===== config.mk =====
export PLATFORM = sky130hd
export DESIGN_NAME = ehgu_fifo_wr_arb
export DESIGN_NICKNAME = d
export VERILOG_FILES = /design/src/rtl/ehgu_fifo_pkg.sv /design/src/rtl/ehgu_rr_pick.sv /design/src/rtl/ehgu_fifo_wr_arb.sv
export SDC_FILE = /design/constraint.sdc
export NUM_CORES = 1
export LEC_CHECK = 0
export ABC_AREA = 1
export CORE_ASPECT_RATIO = 1.2
export CORE_MARGIN = 3
export CORE_UTILIZATION = 40
export DETAILED_ROUTE_END_ITERATION = 8
export PLACE_DENSITY = 0.75
export SLEW_MARGIN = 40
export SYNTH_ARGS = -nofsm -noshare
export SYNTH_HDL_FRONTEND = slang
export SYNTH_SLANG_ARGS = --single-unit

===== constraint.sdc =====
create_clock -name clk0 -period 4.1 [get_ports clk0]
set_input_delay 0.82 -clock clk0 [delete_from_list [all_inputs] [get_ports clk0]]
set_output_delay 0.82 -clock clk0 [all_outputs]
set_load 0.05 [all_outputs]

===== src/rtl/ehgu_fifo_pkg.sv =====
// ehgu_fifo_pkg: shared types and width helpers for the FIFO write-side arbiter.
package ehgu_fifo_pkg;
   typedef enum logic {IDLE, LOCKED} arb_state_e;
   function automatic int lvl_w(input int depth);
      return $clog2(depth + 1);
   endfunction
   function automatic int id_w(input int nreq);
      return (nreq < 2) ? 1 : $clog2(nreq);
   endfunction
endpackage


===== src/rtl/ehgu_rr_pick.sv =====
// ehgu_rr_pick: first set bit of req at or above start, wrapping modulo N.
module ehgu_rr_pick import ehgu_fifo_pkg::*; #(
   parameter int N  = 4,
   parameter int IW = id_w(N)
) (
   input  logic [N-1:0]  req,
   input  logic [IW-1:0] start,
   output logic [IW-1:0] idx,
   output logic          found
);
   logic [IW-1:0] j;
   // Walk offsets high to low so the closest candidate to start wins last.
   always_comb begin
      idx   = '0;
      found = 1'b0;
      j     = '0;
      for (int k = N - 1; k >= 0; k--) begin
         j = IW'((int'(start) + k) % N);
         if (req[j]) begin
            idx   = j;
            found = 1'b1;
         end
      end
   end
endmodule


===== src/rtl/ehgu_fifo_wr_arb.sv =====
// ehgu_fifo_wr_arb: round-robin, burst-locking arbiter in front of a FIFO write port,
// with credit-based backpressure from an internal occupancy counter.
module ehgu_fifo_wr_arb import ehgu_fifo_pkg::*; #(
   parameter int NREQ  = 4,
   parameter int WIDTH = 8,
   parameter int DEPTH = 128
) (
   input  logic                      clk0,
   input  logic                      rst,
   input  logic [NREQ-1:0]           req_valid,
   input  logic [NREQ-1:0]           req_last,
   input  logic [NREQ*WIDTH-1:0]     req_data,
   output logic [NREQ-1:0]           req_ready,
   input  logic                      rd_done,
   output logic                      fifo_en,
   output logic [WIDTH-1:0]          fifo_data,
   output logic [id_w(NREQ)-1:0]     grant_id,
   output logic [lvl_w(DEPTH)-1:0]   level,
   output logic                      full,
   output logic                      empty,
   output logic                      err_underflow
);
   localparam int IW = id_w(NREQ);
   localparam int LW = lvl_w(DEPTH);
   localparam logic [LW-1:0] DEPTH_L = LW'(DEPTH);

   arb_state_e     state_q, state_d;
   logic [IW-1:0]  owner_q, owner_d, rr_ptr_q, rr_ptr_d, grant_id_q, grant_id_d;
   logic [LW-1:0]  level_q, level_d;
   logic           fifo_en_q, fifo_en_d, err_q, err_d;
   logic [WIDTH-1:0] fifo_data_q, fifo_data_d;
   logic [IW-1:0]  pick_idx, sel, sel_inc;
   logic           pick_found, sel_ok, space, xfer, sel_last, dec;

   ehgu_rr_pick #(.N(NREQ), .IW(IW)) u_pick (
      .req   (req_valid),
      .start (rr_ptr_q),
      .idx   (pick_idx),
      .found (pick_found)
   );

   // Backpressure uses registered level only; a same-cycle rd_done frees nothing yet.
   always_comb begin
      space     = level_q < DEPTH_L;
      sel       = (state_q == LOCKED) ? owner_q : pick_idx;
      sel_ok    = (state_q == LOCKED) || pick_found;
      req_ready = (space && sel_ok) ? (NREQ'(1) << sel) : '0;
      xfer      = |(req_valid & req_ready);
      sel_last  = req_last[sel];
      sel_inc   = (sel == IW'(NREQ - 1)) ? '0 : sel + IW'(1);
      dec       = rd_done && (level_q != '0);
      state_d   = xfer ? (sel_last ? IDLE : LOCKED) : state_q;
      owner_d   = xfer ? sel : owner_q;
      rr_ptr_d  = (xfer && (state_q == IDLE || sel_last)) ? sel_inc : rr_ptr_q;
      level_d   = (xfer && !dec) ? level_q + LW'(1) :
                  (!xfer && dec) ? level_q - LW'(1) : level_q;
      err_d     = err_q || (rd_done && level_q == '0);
      fifo_en_d   = xfer;
      fifo_data_d = xfer ? req_data[int'(sel)*WIDTH +: WIDTH] : fifo_data_q;
      grant_id_d  = xfer ? sel : grant_id_q;
   end

   always_ff @(posedge clk0) begin
      if (rst) begin
         state_q     <= IDLE;
         owner_q     <= '0;
         rr_ptr_q    <= '0;
         level_q     <= '0;
         err_q       <= 1'b0;
         fifo_en_q   <= 1'b0;
         fifo_data_q <= '0;
         grant_id_q  <= '0;
      end else begin
         state_q     <= state_d;
         owner_q     <= owner_d;
         rr_ptr_q    <= rr_ptr_d;
         level_q     <= level_d;
         err_q       <= err_d;
         fifo_en_q   <= fifo_en_d;
         fifo_data_q <= fifo_data_d;
         grant_id_q  <= grant_id_d;
      end
   end

   assign fifo_en       = fifo_en_q;
   assign fifo_data     = fifo_data_q;
   assign grant_id      = grant_id_q;
   assign level         = level_q;
   assign full          = level_q == DEPTH_L;
   assign empty         = level_q == '0;
   assign err_underflow = err_q;
endmodule


# == Word level (Yosys, flattened, before mapping) ==
# Index checks and enable logic that the tools add are counted.
# totals
regBits,23
output_inout_bits,26
wordCells,64
# op_classes
n_addsub,6
magnitude_cmp,6
eq_ne,2
shift,2
n_mux,24
bitwise,2
reduce_logical,15
# ops
cell,count
32-bit by 6-bit variable part select with 8-bit output,1
8-bit two-way mux,2
2-bit by 3-bit < comparator with 1-bit output (second input constant),5
2-bit two-way mux,6
1-bit binary-select mux with 2-bit select,5
1-bit two-way mux,10
8-bit by 1-bit adder with 8-bit output (second input constant),1
8-bit == test (second input constant),1
8-bit zero test,1
8-bit < comparator (second input constant),1
8-bit nonzero test,1
8-bit by 1-bit subtractor with 8-bit output (second input constant),1
1-bit logical AND,6
2-bit by 1-bit adder with 2-bit output (second input constant),2
2-bit adder (second input constant),2
4-bit bitwise AND,1
4-bit two-way mux,1
4-bit OR reduction,1
1-bit by 2-bit left shift with 4-bit output (first input constant),1
1-bit logical OR,3
2-bit == test (second input constant),1
1-bit zero test,2
2-bit nonzero test,1
1-bit inverter,1

# == Longest topological paths before layout ==
# logic_depth
word_depth,16
depth_mapped,38
ltp_nobuf,36

# == Cells and area by module ==
# From an unflattened synthesis, not the netlist that was laid out.
# hier_totals
cells_unflattened,312
hier_area_um2,1929.4
# by_module_without_submodules
mod,instances,cells_per_inst,area_each_um2,seq_area_each_um2
ehgu_fifo_wr_arb,1,268,1714.1,460.4
ehgu_rr_pick,1,44,215.2,0.0

# == Least setup slack after synthesis ==
# No wires, ideal clock.
# synth_path
kind,input -> register
from,input port req_valid[1]
to,"register level_q[7], in the netlist level[7]"
setup_ps,113
t_arrival_ps,4624
required_time_ps,3987
setup_slack_ps,-637
cell_stages,36
path_buffers,2
cell_sequence,inv_1 > nand2_1 > nand3_1 > nand2_2 > nand3_2 > nand2_1 > nand2_1 > nand2_1 > nand2_1 > nand2_1 > buf_2 > ha_1 > inv_1 > nor2_1 > nand2_1 > nand2_2 > inv_2 > nand2_4 > buf_6 > ha_1 > inv_1 > ha_1 > a21oi_1 > nand2_1 > nand2_1 > nand2_1 > nand2_1 > nand2_1 > nand2_1 > nand2_1 > a21oi_1 > nor2_1 > nor2_1 > nand2_1 > nor2_1 > nor2_1
# synth_via
elab_chain_len,14
# synth_lines
element,line,text
start: declaration,ehgu_fifo_wr_arb.sv:10,"input logic [NREQ-1:0] req_valid,"
1-bit binary-select mux with 2-bit select,ehgu_rr_pick.sv:19,if (req[j]) begin
1-bit two-way mux (not written as such),ehgu_rr_pick.sv:19,
2-bit two-way mux or 1-bit two-way mux (tied branches) (4 in series),ehgu_rr_pick.sv:19,
2-bit two-way mux or 1-bit logical OR (tied branches),"ehgu_fifo_wr_arb.sv:45, ehgu_fifo_wr_arb.sv:46",
1-bit by 2-bit left shift with 4-bit output or 1-bit logical AND (tied branches),ehgu_fifo_wr_arb.sv:47,req_ready = (space && sel_ok) ? (NREQ'(1) << sel) : '0;
4-bit two-way mux (*),ehgu_fifo_wr_arb.sv:47,
net req_ready[3],ehgu_fifo_wr_arb.sv:13,"output logic [NREQ-1:0] req_ready,"
4-bit bitwise AND (*),ehgu_fifo_wr_arb.sv:48,xfer = |(req_valid & req_ready);
4-bit OR reduction (*),ehgu_fifo_wr_arb.sv:48,
net fifo_en_d,ehgu_fifo_wr_arb.sv:30,"logic fifo_en_q, fifo_en_d, err_q, err_d;"
1-bit zero test,ehgu_fifo_wr_arb.sv:56,(!xfer && dec) ? level_q - LW'(1) : level_q;
1-bit logical AND,ehgu_fifo_wr_arb.sv:56,
2-bit nonzero test (no source line),-,
end signal: assignment,ehgu_fifo_wr_arb.sv:77,level_q <= level_d;
end: declaration,ehgu_fifo_wr_arb.sv:29,"logic [LW-1:0] level_q, level_d;"
# The timed path passes the listed nets; every way through them passes the cells marked *. The select of a mux whose other input is x is not followed.
# A chain may end at the register's enable or synchronous reset.

# == Final worst setup path ==
# layout_path
from,register rr_ptr_q[0]
to,"register level_q[7], in the netlist level[7]"
# layout_via
elab_chain_len,15
# layout_lines
element,line,text
start: declaration,ehgu_fifo_wr_arb.sv:28,"logic [IW-1:0] owner_q, owner_d, rr_ptr_q, rr_ptr_d, grant_id_q, grant_id_d;"
start signal: assignment,ehgu_fifo_wr_arb.sv:76,rr_ptr_q <= rr_ptr_d;
2-bit adder,ehgu_rr_pick.sv:18,j = IW'((int'(start) + k) % N);
1-bit binary-select mux with 2-bit select,ehgu_rr_pick.sv:19,
1-bit two-way mux (not written as such),ehgu_rr_pick.sv:19,
2-bit two-way mux or 1-bit two-way mux (tied branches) (4 in series),ehgu_rr_pick.sv:19,
2-bit two-way mux or 1-bit logical OR (tied branches),"ehgu_fifo_wr_arb.sv:45, ehgu_fifo_wr_arb.sv:46",
1-bit by 2-bit left shift with 4-bit output or 1-bit logical AND (tied branches),ehgu_fifo_wr_arb.sv:47,
4-bit two-way mux (*),ehgu_fifo_wr_arb.sv:47,
4-bit bitwise AND (*),ehgu_fifo_wr_arb.sv:48,
4-bit OR reduction (*),ehgu_fifo_wr_arb.sv:48,
1-bit zero test,ehgu_fifo_wr_arb.sv:56,
1-bit logical AND,ehgu_fifo_wr_arb.sv:56,
2-bit nonzero test (no source line),-,
# Every way passes the cells marked *; elsewhere a longest branch is shown, timed or not. The select of a mux whose other input is x is not followed.

==> impl_metrics.csv <==
group,metric,value,unit
placement,dpl.cell_count,425,
critical_path,critPathKind,"flop to flop",
floorplan,coreArea,4100,um2
yosys,syn_nets,340,
route,drt-initial-drc-count,138,
clock_tree,cts_tree,"yes",
route,vias,2132,
yosys,synth_cell_type_count,29,
power_and_ir_drop,power_leakage,1.33,nW
power_and_ir_drop,total_power,0.00295,W
power_and_ir_drop,clock_power_share,0.050,
yosys,async_reset_ff_frac,0,
global_routing,grt_overflow,0,
clock_tree,cts-root-buf,"clkbuf_8",
yosys,synth_common_cells,"56 x nand2_1, 54 x nor2_1, 33 x inv_1, 26 x o21ai_0, 23 x dfxtp_1",
timing,final-hold-violation-count,0,
route,ant_nets,0,
critical_path,path_buf_inv,6,
critical_path,crit_path_max_incr_delay,570,ps
yosys,synthTopCellsByArea,"dfxtp_1 26%, nand2_1 12%, nor2_1 11%",
critical_path,critical_path.top_delay_family,"simple AND/OR/NAND/NOR gates",
placement,portBuffers,68,
timing,tightest_slew,548,ps
yosys,syn_area,1770,um2
yosys,ys_ff_latch,23,
placement,place.detailed.hpwl,4240,um
floorplan,dieHeight,79.0,um
yosys,yosys_warnings,0,
floorplan,die_w,66.8,um
timing,finalSetupViolCount,0,
timing,clock_skew,6.15,ps
critical_path,worstSetupEndpointType,"flop",
placement,gp_routability_congestion,0.906,
global_routing,grt_pass1_wl,8780,um
finish,fill_cells,354,
finish,stdcell_count,430,
critical_path,arrival,3850,ps
yosys,synth_flop_cell,"dfxtp_1",
power_and_ir_drop,powerDensity,1040,nW/um2
route,totalWireLength,5420,um
clock_tree,clk_path_buf_depth,2,
timing,period_minus_slack,3640,ps
yosys,synth_area_per_cell,6.18,um2
clock_tree,postCtsHoldBufs,0,
floorplan,dieArea,5270,um2
global_routing,antenna_found_initial,0,
floorplan,ios,69,
timing,tns,0,ps
critical_path,critical_path.max_fanout,11,
finish,antennaDiodeCount,0,
critical_path,r2r_slack,460,ps
critical_path,worst-endpoint-required,4310,ps
yosys,synth_cells,287,
finish,synthToLayoutAreaGrowth,59.7,%
yosys,synth_top_area_frac,0.260,
floorplan,rows,25,
clock_tree,h-tree-depth,1,
global_routing,grt_pass1_vias,2020,
placement,place_ws,-183,ps
yosys,yosysMostFrequentCell,"nand2_1",
global_routing,grt_max_degree,21,
floorplan,start_util,0.433,
critical_path,cp_slowest_cell,"dfxtp_1",
timing,fmax,275,MHz
power_and_ir_drop,combPwrFrac,0.817,
yosys,synth_edf_count,0,
timing,rsz0062_at_grt,"no",
clock_tree,numClockSinks,23,
job,cap_viol_max_count,0,
power_and_ir_drop,ir_drop,533,uV
timing,worst_slack,458,ps
power_and_ir_drop,swShare,0.532,
power_and_ir_drop,p_int,0.00138,W
worst_hold_path,hold_path.class,"flop to flop",
route,via_per_inst,4.96,
route,first_pass_iters,4,
clock_tree,insertion_delay,270,ps
timing,maxSlewViolCount,0,
timing,period_share,0.888,
route,routedWlPerCell,12.6,um
clock_tree,cts.clk_slew.worst_paths,90,ps
critical_path,cp_common_cell,"nand2_1",
finish,final_net_count,430,
yosys,ys_seq_area_frac,0.260,
power_and_ir_drop,seqPwrFrac,0.134,
outcome,status,"complete, no violations",
critical_path,startpoint_type,"flop",
route,drc,0,
finish,layout-drive-gt1-share,0.194,
global_routing,track_usage,0.208,
yosys,synth_top_area_cell,"dfxtp_1",
clock_tree,cts_buffers,3,
timing,slew_headroom,0.635,
power_and_ir_drop,power_switching,0.00157,W
==> power groups by stage <==
stage	registers (W)	clock network, W	logic (W)
floorplan	0.000611	0	0.00137
global placement	0.000392	0	0.00228
detailed placement	0.000393	0	0.00230
CTS	0.000389	0.000149	0.00232
global route	0.000408	0.000160	0.00264
finish	0.000395	0.000146	0.00241
==> sequential cells by signal, indices dropped and copies added, names as in the netlist <==
name and flops:
state_q 1, fifo_data 8, err_underflow 1, level 8
grant_id 2, fifo_en 1, rr_ptr_q 2
==> kinds of logic (layout without fill, tap and decap cells) <==
kind of cell / after synthesis / in the layout / synth area share
DFF: 23 / 23 / 0.260
buffers and inverters: 48 / 137 / 0.123
xor gates and xnor gates: 5 / 5 / 0.0247
AOI/OAI and AO/OA: 56 / 56 / 0.171
and+or+nand+nor: 145 / 145 / 0.346
adders and majority gates: 10 / 10 / 0.0748
==> layer usage <==
metal	vias up	routed length, um	GRT usage
met5	-	0	0
li1	1098	-	-
met2	49	2850	0.371
met3	16	149	0.0339
met4	0	161	0.0671
met1	969	2260	0.250
==> through the flow <==
stage               hold WS, ps  utilization  cell area [um2]
global route                526        0.691             2830
finish                      483        0.691             2830
detailed placement          470        0.657             2690
CTS                         492        0.669             2740
floorplan                   470            -             1800
global placement            452        0.657             2690
==> layout make-up <==
| cell class | count | area, um2 | area share |
|---|---|---|---|
| clock buffer | 3 | 41.3 | 0.0146 |
| clock inverter | 1 | 7.51 | 0.00265 |
| inverter | 37 | 144 | 0.0508 |
| multi-input combinational | 216 | 1180 | 0.418 |
| sequential | 23 | 460 | 0.163 |
| tap | 54 | 67.6 | 0.0239 |
| timing repair buffer | 96 | 928 | 0.328 |
==> layout by cell type, fill, tap and decap left out, types with 9 or more instances in the layout <==
cell type         n
inv_1            30
clkdlybuf4s50_1  60
buf_4            29
o21ai_0          26
a21oi_1          10
dfxtp_1          23
nand2_2           9
nand3_1          15
nor2_1           53
nand2_1          52
==> final timing paths <==
check	from	end	depth (start not counted)
setup / recovery	rr_ptr_q[0]	level[7]	36
hold / removal	err_underflow	err_underflow	2
setup reg to reg	rr_ptr_q[0]	level[7]	36
hold reg to reg	err_underflow	err_underflow	2
==> timing repair <==
action | in CTS | in global routing
resized for setup | 0 | 22
endpoints found under the setup margin | 0 | 3
buffers inserted | 0 | 1
==> tightest hold or removal path: cells and delay by family, from the launching register on <==
family / cells / cell delay, ps
AO/OA/AOI/OAI: 1 / 40
AND/OR/NAND/NOR: 1 / 70
flip-flops: 1 / 340
Power figures use the tool's default switching activity.
